<file path="config.mk">
export PLATFORM = sky130hd
export DESIGN_NAME = custom_seq_flat
export DESIGN_NICKNAME = d
export VERILOG_FILES = /design/src/rtl/custom_seq_if.sv /design/src/rtl/custom_seq.sv /design/src/flat_wrapper.sv
export SDC_FILE = /design/constraint.sdc
export NUM_CORES = 2
export LEC_CHECK = 0
export ABC_AREA = 1
export CAP_MARGIN = 20
export CORE_MARGIN = 2
export CORE_UTILIZATION = 61
export CTS_CLUSTER_DIAMETER = 80
export DETAILED_ROUTE_END_ITERATION = 12
export GPL_TIMING_DRIVEN = 0
export PLACE_DENSITY = 0.85
export SYNTH_ARGS = -nofsm -noshare
export SYNTH_HDL_FRONTEND = slang
export SYNTH_SLANG_ARGS = --single-unit
</file>
<file path="constraint.sdc">
create_clock -name clk -period 8.9 [get_ports clk]
set_clock_uncertainty 0.05 [all_clocks]
set_input_delay 1.78 -clock clk [delete_from_list [all_inputs] [get_ports clk]]
set_output_delay 1.78 -clock clk [all_outputs]
set_load 0.05 [all_outputs]
</file>
<file path="src/rtl/custom_seq_if.sv">
// -----------------------------------------------------------------------------
// custom_seq_if
// Bundles the command side (core decode -> sequencer) and the data-memory
// port (sequencer -> memory) of the custom-0 sequencer.
//   slave  : the sequencer itself (accepts commands, drives the memory port)
//   master : the environment (core decode + data memory)
// Signals:
//   start/op/base_a/base_b/base_c : command issue
//   busy/done/result              : stall, completion pulse, rd value
//   mem_req/mem_we/mem_addr/mem_wdata/mem_rdata/mem_ack : single-outstanding
//                                   req/ack memory handshake
// -----------------------------------------------------------------------------
interface custom_seq_if #(
  parameter int AW = 32,
  parameter int DW = 32
);
  logic          start;
  logic [1:0]    op;
  logic [AW-1:0] base_a;
  logic [AW-1:0] base_b;
  logic [AW-1:0] base_c;
  logic          busy;
  logic          done;
  logic [DW-1:0] result;
  logic          mem_req;
  logic          mem_we;
  logic [AW-1:0] mem_addr;
  logic [DW-1:0] mem_wdata;
  logic [DW-1:0] mem_rdata;
  logic          mem_ack;

  modport slave (
    input  start, op, base_a, base_b, base_c, mem_rdata, mem_ack,
    output busy, done, result, mem_req, mem_we, mem_addr, mem_wdata
  );

  modport master (
    output start, op, base_a, base_b, base_c, mem_rdata, mem_ack,
    input  busy, done, result, mem_req, mem_we, mem_addr, mem_wdata
  );
endinterface

</file>
<file path="src/rtl/custom_seq.sv">
// -----------------------------------------------------------------------------
// custom_seq
// Multi-cycle sequencer for custom-0 instructions over an NxN int32 matrix
// held in data memory:
//   op 00 : matrix multiply C = A * B (products/sums wrap mod 2^DW),
//           result = N*N
//   op 01 : ReLU Y = max(X, 0) elementwise (signed), result = number of
//           negative elements clamped
//   op 1x : illegal, completes immediately with result = 0, no memory access
// Ports:
//   clk  : rising-edge clock
//   rst  : asynchronous active-high reset; abandons any operation in flight
//   bus  : custom_seq_if.slave (command issue, busy/done/result, memory port)
// Memory outputs are decoded from the registered state and index registers,
// so they are stable for as long as a request waits for mem_ack, and they
// fall immediately when rst forces the state back to IDLE.
// -----------------------------------------------------------------------------
module custom_seq #(
  parameter int N  = 2,
  parameter int AW = 32,
  parameter int DW = 32
) (
  input  logic         clk,
  input  logic         rst,
  custom_seq_if.slave  bus
);

  localparam int IW = (N > 1) ? $clog2(N) : 1;          // row/column/k index
  localparam int EW = (N * N > 1) ? $clog2(N * N) : 1;  // flat element index
  localparam int CW = $clog2(N * N + 1);                // clamp count 0..N*N

  typedef enum logic [2:0] {
    S_IDLE,
    S_RD_A,
    S_RD_B,
    S_WR_C,
    S_RD_X,
    S_WR_Y,
    S_DONE
  } state_t;

  state_t        r_state;
  state_t        w_next;

  logic [1:0]    r_op;
  logic [AW-1:0] r_base_a;
  logic [AW-1:0] r_base_b;
  logic [AW-1:0] r_base_c;
  logic [DW-1:0] r_acc;
  logic [DW-1:0] r_a;      // A element (matmul) or X element (ReLU)
  logic [IW-1:0] r_i;
  logic [IW-1:0] r_j;
  logic [IW-1:0] r_k;
  logic [EW-1:0] r_e;
  logic [CW-1:0] r_clamp;

  logic          w_k_last;
  logic          w_j_last;
  logic          w_i_last;
  logic          w_e_last;
  logic [DW-1:0] w_prod;
  logic [AW-1:0] w_idx_ik;
  logic [AW-1:0] w_idx_kj;
  logic [AW-1:0] w_idx_ij;
  logic [AW-1:0] w_idx_e;

  logic          w_mem_req;
  logic          w_mem_we;
  logic [AW-1:0] w_mem_addr;
  logic [DW-1:0] w_mem_wdata;
  logic [DW-1:0] w_result;

  assign w_k_last = (r_k == IW'(N - 1));
  assign w_j_last = (r_j == IW'(N - 1));
  assign w_i_last = (r_i == IW'(N - 1));
  assign w_e_last = (r_e == EW'(N * N - 1));

  // Low DW bits of the product; identical for signed and unsigned operands.
  assign w_prod   = r_a * bus.mem_rdata;

  // Element indices (row-major); scaled by 4 bytes and wrapped mod 2^AW below.
  assign w_idx_ik = AW'(r_i) * AW'(N) + AW'(r_k);
  assign w_idx_kj = AW'(r_k) * AW'(N) + AW'(r_j);
  assign w_idx_ij = AW'(r_i) * AW'(N) + AW'(r_j);
  assign w_idx_e  = AW'(r_e);

  // ---------------------------------------------------------------------------
  // State register
  // ---------------------------------------------------------------------------
  // NOTE: sequential state uses non-blocking (<=) so every register samples
  // pre-edge values; combinational blocks below use blocking (=).
  always_ff @(posedge clk or posedge rst) begin
    if (rst) r_state <= S_IDLE;
    else     r_state <= w_next;
  end

  // ---------------------------------------------------------------------------
  // Next-state logic. mem_ack only matters in the states that hold mem_req,
  // so an ack with no request outstanding is ignored.
  // ---------------------------------------------------------------------------
  always_comb begin
    // NOTE: default first so every path assigns w_next -- no latch inferred.
    w_next = r_state;
    case (r_state)
      S_IDLE: begin
        if (bus.start) begin
          case (bus.op)
            2'b00:   w_next = S_RD_A;
            2'b01:   w_next = S_RD_X;
            default: w_next = S_DONE;
          endcase
        end
      end
      S_RD_A: if (bus.mem_ack) w_next = S_RD_B;
      S_RD_B: if (bus.mem_ack) w_next = w_k_last ? S_WR_C : S_RD_A;
      S_WR_C: if (bus.mem_ack) w_next = (w_i_last && w_j_last) ? S_DONE : S_RD_A;
      S_RD_X: if (bus.mem_ack) w_next = S_WR_Y;
      S_WR_Y: if (bus.mem_ack) w_next = w_e_last ? S_DONE : S_RD_X;
      S_DONE: w_next = S_IDLE;
      default: w_next = S_IDLE;
    endcase
  end

  // ---------------------------------------------------------------------------
  // Output decode
  // ---------------------------------------------------------------------------
  always_comb begin
    w_mem_req   = 1'b0;
    w_mem_we    = 1'b0;
    w_mem_addr  = '0;
    w_mem_wdata = '0;
    w_result    = '0;
    case (r_state)
      S_RD_A: begin
        w_mem_req  = 1'b1;
        w_mem_addr = r_base_a + (w_idx_ik << 2);
      end
      S_RD_B: begin
        w_mem_req  = 1'b1;
        w_mem_addr = r_base_b + (w_idx_kj << 2);
      end
      S_WR_C: begin
        w_mem_req   = 1'b1;
        w_mem_we    = 1'b1;
        w_mem_addr  = r_base_c + (w_idx_ij << 2);
        w_mem_wdata = r_acc;
      end
      S_RD_X: begin
        w_mem_req  = 1'b1;
        w_mem_addr = r_base_a + (w_idx_e << 2);
      end
      S_WR_Y: begin
        w_mem_req   = 1'b1;
        w_mem_we    = 1'b1;
        w_mem_addr  = r_base_c + (w_idx_e << 2);
        w_mem_wdata = r_a[DW-1] ? '0 : r_a;
      end
      S_DONE: begin
        case (r_op)
          2'b00:   w_result = DW'(N * N);
          2'b01:   w_result = DW'(r_clamp);
          default: w_result = '0;
        endcase
      end
      default: ;
    endcase
  end

  assign bus.busy      = (r_state != S_IDLE);
  assign bus.done      = (r_state == S_DONE);
  assign bus.result    = w_result;
  assign bus.mem_req   = w_mem_req;
  assign bus.mem_we    = w_mem_we;
  assign bus.mem_addr  = w_mem_addr;
  assign bus.mem_wdata = w_mem_wdata;

  // ---------------------------------------------------------------------------
  // Datapath: command capture, accumulator and loop indices
  // ---------------------------------------------------------------------------
  always_ff @(posedge clk or posedge rst) begin
    if (rst) begin
      r_op     <= '0;
      r_base_a <= '0;
      r_base_b <= '0;
      r_base_c <= '0;
      r_acc    <= '0;
      r_a      <= '0;
      r_i      <= '0;
      r_j      <= '0;
      r_k      <= '0;
      r_e      <= '0;
      r_clamp  <= '0;
    end else begin
      case (r_state)
        S_IDLE: begin
          if (bus.start) begin
            r_op     <= bus.op;
            r_base_a <= bus.base_a;
            r_base_b <= bus.base_b;
            r_base_c <= bus.base_c;
            r_acc    <= '0;
            r_i      <= '0;
            r_j      <= '0;
            r_k      <= '0;
            r_e      <= '0;
            r_clamp  <= '0;
          end
        end
        S_RD_A, S_RD_X: begin
          if (bus.mem_ack) r_a <= bus.mem_rdata;
        end
        S_RD_B: begin
          if (bus.mem_ack) begin
            r_acc <= r_acc + w_prod;
            if (!w_k_last) r_k <= r_k + IW'(1);
          end
        end
        S_WR_C: begin
          if (bus.mem_ack) begin
            r_acc <= '0;
            r_k   <= '0;
            if (w_j_last) begin
              r_j <= '0;
              if (!w_i_last) r_i <= r_i + IW'(1);
            end else begin
              r_j <= r_j + IW'(1);
            end
          end
        end
        S_WR_Y: begin
          if (bus.mem_ack) begin
            if (r_a[DW-1]) r_clamp <= r_clamp + CW'(1);
            if (!w_e_last) r_e <= r_e + EW'(1);
          end
        end
        default: ;
      endcase
    end
  end

endmodule

</file>
<file path="src/flat_wrapper.sv">
// flat-port wrapper written by rule: the top's interface ports become plain ports
module custom_seq_flat 
#(
  parameter int N  = 2,
  parameter int AW = 32,
  parameter int DW = 32
)
  (clk, rst, bus_start, bus_op, bus_base_a, bus_base_b, bus_base_c, bus_mem_rdata, bus_mem_ack, bus_busy, bus_done, bus_result, bus_mem_req, bus_mem_we, bus_mem_addr, bus_mem_wdata);
  custom_seq_if #(.AW(AW), .DW(DW)) bus_i ();
  input  logic clk;
  input  logic rst;
  input wire logic [$bits(bus_i.start)-1:0] bus_start;
  input wire logic [$bits(bus_i.op)-1:0] bus_op;
  input wire logic [$bits(bus_i.base_a)-1:0] bus_base_a;
  input wire logic [$bits(bus_i.base_b)-1:0] bus_base_b;
  input wire logic [$bits(bus_i.base_c)-1:0] bus_base_c;
  input wire logic [$bits(bus_i.mem_rdata)-1:0] bus_mem_rdata;
  input wire logic [$bits(bus_i.mem_ack)-1:0] bus_mem_ack;
  output wire logic [$bits(bus_i.busy)-1:0] bus_busy;
  output wire logic [$bits(bus_i.done)-1:0] bus_done;
  output wire logic [$bits(bus_i.result)-1:0] bus_result;
  output wire logic [$bits(bus_i.mem_req)-1:0] bus_mem_req;
  output wire logic [$bits(bus_i.mem_we)-1:0] bus_mem_we;
  output wire logic [$bits(bus_i.mem_addr)-1:0] bus_mem_addr;
  output wire logic [$bits(bus_i.mem_wdata)-1:0] bus_mem_wdata;
  assign bus_i.start = bus_start;
  assign bus_i.op = bus_op;
  assign bus_i.base_a = bus_base_a;
  assign bus_i.base_b = bus_base_b;
  assign bus_i.base_c = bus_base_c;
  assign bus_i.mem_rdata = bus_mem_rdata;
  assign bus_i.mem_ack = bus_mem_ack;
  assign bus_busy = bus_i.busy;
  assign bus_done = bus_i.done;
  assign bus_result = bus_i.result;
  assign bus_mem_req = bus_i.mem_req;
  assign bus_mem_we = bus_i.mem_we;
  assign bus_mem_addr = bus_i.mem_addr;
  assign bus_mem_wdata = bus_i.mem_wdata;
  custom_seq #(.N(N), .AW(AW), .DW(DW)) u_core (.clk(clk), .rst(rst), .bus(bus_i));
endmodule
</file>
==> impl_metrics.json <==
{
  "status": "finished, final reports clean",
  "setup_viol": 0,
  "drive_above_1_share_pct": 5.01,
  "grt_max_degree": 115,
  "drc_errors": 0,
  "hold_class": "flop to flop",
  "ff2ff_setup_slack_ns": 0.43,
  "netlist.top_cell.by_area": "fa_1",
  "synth_compound_area_share_pct": 8.19,
  "avgSynthCellArea_um2": 7.19,
  "cp_slowest_cell": "fa_1",
  "ios": 234,
  "die_h_um": 223,
  "slew_headroom_pct": 24.7,
  "muxShareOfSynthArea_pct": 0.502,
  "placeableCoreArea_mm2": 0.0474,
  "reg2reg_to": "u_core.r_acc[26]$_DFFE_PP0P_",
  "ys_seq_area_share_pct": 14.8,
  "cpMostUsedCell": "fa_1",
  "drv_slew": 0,
  "fp-row-count": 80,
  "tns_ns": 0,
  "hold_depth": 2,
  "yosys.area_share.simple_pct": 22.4,
  "cts_tree": "built",
  "die_w_um": 223,
  "worst_pin_slew_ns": 1.13,
  "hold_viol": 0,
  "yosysMostFrequentCell": "nand2_1",
  "synth-edff-count": 0,
  "min_to": "u_core.r_base_b[1]$_DFFE_PP0P_",
  "netlist_top_cells_count": "nand2_1, inv_1, fa_1, o21ai_0, dfrtp_1",
  "area_growth_pct": 12.4,
  "drt-initial-drc-count": 3018,
  "timing.rr.start": "u_core.r_a[2]$_DFFE_PP0P_",
  "fin_nets": 5012,
  "cpPeakStageDelay_ns": 0.54,
  "portBuffers": 191,
  "clk_latency_ns": 0.47,
  "clock_path_buffers": 2,
  "cts-htree-levels": 4,
  "synth_top_family_by_area": "adder cells",
  "hp-start": "u_core.r_base_b[1]$_DFFE_PP0P_",
  "cts.sinks": 173,
  "grt_pass1_vias": 28700,
  "grt_use_total_pct": 46.3,
  "routed_wl_mm": 113,
  "place_congestion": 1.03,
  "worstPathMaxFanout": 10,
  "yosys.area.top_type_share_pct": 30.3,
  "min_period_ns": 8.82,
  "rsz0062_at_grt": "true",
  "fin_crit_sh_pct": 99.0,
  "synth.area.top_cells": "fa_1, dfrtp_1, nand2_1",
  "place_hpwl_mm": 92.7,
  "grt_overflow": 0,
  "synthArstFlopShare_pct": 100,
  "hold_buffers": 0,
  "drt_first_pass_iters": 8,
  "yosysWarnings": 0,
  "antenna_found_initial": 9,
  "synth_cells": 4062,
  "wl_per_cell_um": 22.8,
  "antenna_left": 0,
  "cp-end-kind": "flop",
  "die_area_mm2": 0.0496,
  "initial_core_util_pct": 61.5,
  "yosysUniqueCellTypes": 56,
  "rr_worst_depth": 29,
  "vias": 28200,
  "path_class": "input port to flop",
  "cts_buffers": 17,
  "synth_area_mm2": 0.0292,
  "synth_xor_area_share_pct": 0.900,
  "crit_arrival_ns": 9.15,
  "yosys.area_share.adder_pct": 36.1,
  "worstSetupStartpoint": "bus_mem_rdata[4]",
  "root_buffer": "clkbuf_16",
  "synthFlopType": "dfrtp_1",
  "viasPerCell": 5.72,
  "clk_pin_slew_ns": 0.08,
  "fmaxAchievable_mhz": 113,
  "ys_ff_latch": 173,
  "crit_path_start_kind": "input port",
  "max_cap_viol_count": 0,
  "cp.required_ns": 9.23,
  "grt_pass1_wl_mm": 169
}
==> cell families (layout without fill, tap and decap cells) <==
kind of cell / Yosys count / after routing
fa+ha+maj: 576 / 576
mux: 13 / 13
xor+xnor: 30 / 30
other cells: 1 / 35
simple gates: 1573 / 1573
flops: 173 / 173
compound gates: 407 / 407
buf+inv: 1289 / 1514
==> registers in the layout, indices dropped and copies added (netlist names) <==
register / cells
u_core.r_clamp: 3
u_core.r_a: 32
u_core.r_state: 3
u_core.r_i: 1
u_core.r_acc: 32
u_core.r_base_c: 32
u_core.r_base_b: 32
u_core.r_op: 2
u_core.r_base_a: 32
u_core.r_e: 2
u_core.r_j: 1
u_core.r_k: 1
==> worst max-delay path by stage <==
stage	end	slack [ns]
CTS	u_core.r_acc[27]$_DFFE_PP0P_	0.002
global placement	u_core.r_acc[27]$_DFFE_PP0P_	-1.53
global route	u_core.r_acc[26]$_DFFE_PP0P_	-0.04
finish	u_core.r_acc[26]$_DFFE_PP0P_	0.08
floorplan	u_core.r_acc[27]$_DFFE_PP0P_	0.62
detailed placement	u_core.r_acc[27]$_DFFE_PP0P_	-1.54
==> layout make-up <==
| class | instances | area, µm² |
|---|---|---|
| Antenna cell | 6 | 15.0 |
| Buffer | 197 | 988 |
| Clock buffer | 19 | 443 |
| Clock inverter | 13 | 125 |
| Fill cell | 3985 | 14700 |
| Inverter | 1090 | 4100 |
| Multi-Input combinational cell | 2628 | 20100 |
| Sequential cell | 173 | 4330 |
| Tap cell | 615 | 769 |
| Timing Repair Buffer | 195 | 1960 |
==> critical path, delay by kind of cell <==
kind            cells  cell delay, ns
simple gates        7            1.00
compound gates      4            0.71
fa+ha+maj           9            4.36
buf+inv            10            1.26
==> layout by cell type (no fill, tap or decap), types with 12 or more instances in the layout <==
master / Yosys / final
nand2_1: 1105 / 1104
inv_1: 1082 / 1081
fa_1: 442 / 442
o21ai_0: 199 / 196
clkdlybuf4s50_1: 0 / 183
dfrtp_1: 173 / 173
nand3_1: 160 / 159
nor2_1: 139 / 138
ha_1: 134 / 133
clkbuf_1: 134 / 97
a21oi_1: 87 / 81
nor3_1: 55 / 55
nand4_1: 36 / 36
buf_4: 30 / 33
clkbuf_2: 0 / 29
conb_1: 1 / 29
xor2_1: 20 / 20
buf_1: 26 / 19
nor4_1: 21 / 18
o32ai_1: 18 / 18
o21ai_1: 15 / 17
clkbuf_16: 0 / 17
or2_2: 15 / 15
o21ai_2: 12 / 13
mux2_2: 13 / 13
buf_2: 5 / 12
o2111ai_1: 12 / 12
==> through the flow <==
stage	std cells	utilization, %	instance area (µm²)	worst slack, ns	hold WS (ns)
after floorplan	4090	-	29300	0.618	0.399
after CTS	4928	68.8	32700	0.00237	0.437
final	4936	69.1	32800	0.0850	0.441
after global placement	4896	67.4	32000	-1.53	0.413
after detailed placement	4897	67.5	32000	-1.54	0.416
after global routing	4932	69.1	32800	-0.0358	0.471
==> what timing repair did <==
action | in CTS | in global routing
endpoints found under the hold margin | 0 | 0
resized for setup | 56 | 61
pin swaps | 0 | 3
endpoints found under the setup margin | 16 | 10
setup buffers | 0 | 2
==> metal layers <==
| metal | share of wire (%) | track usage, % | vias up |
|---|---|---|---|
| met5 | 0.020 | 0 | - |
| met4 | 9.7 | 37.2 | 4 |
| met3 | 10 | 10.3 | 491 |
| met2 | 45 | 74.3 | 1869 |
| met1 | 34 | 53.7 | 13400 |
| li1 | - | - | 12500 |
Power is left out: the tool's default activity adds up to more than one toggle a clock period on the data nets, which glitch-free logic cannot reach.
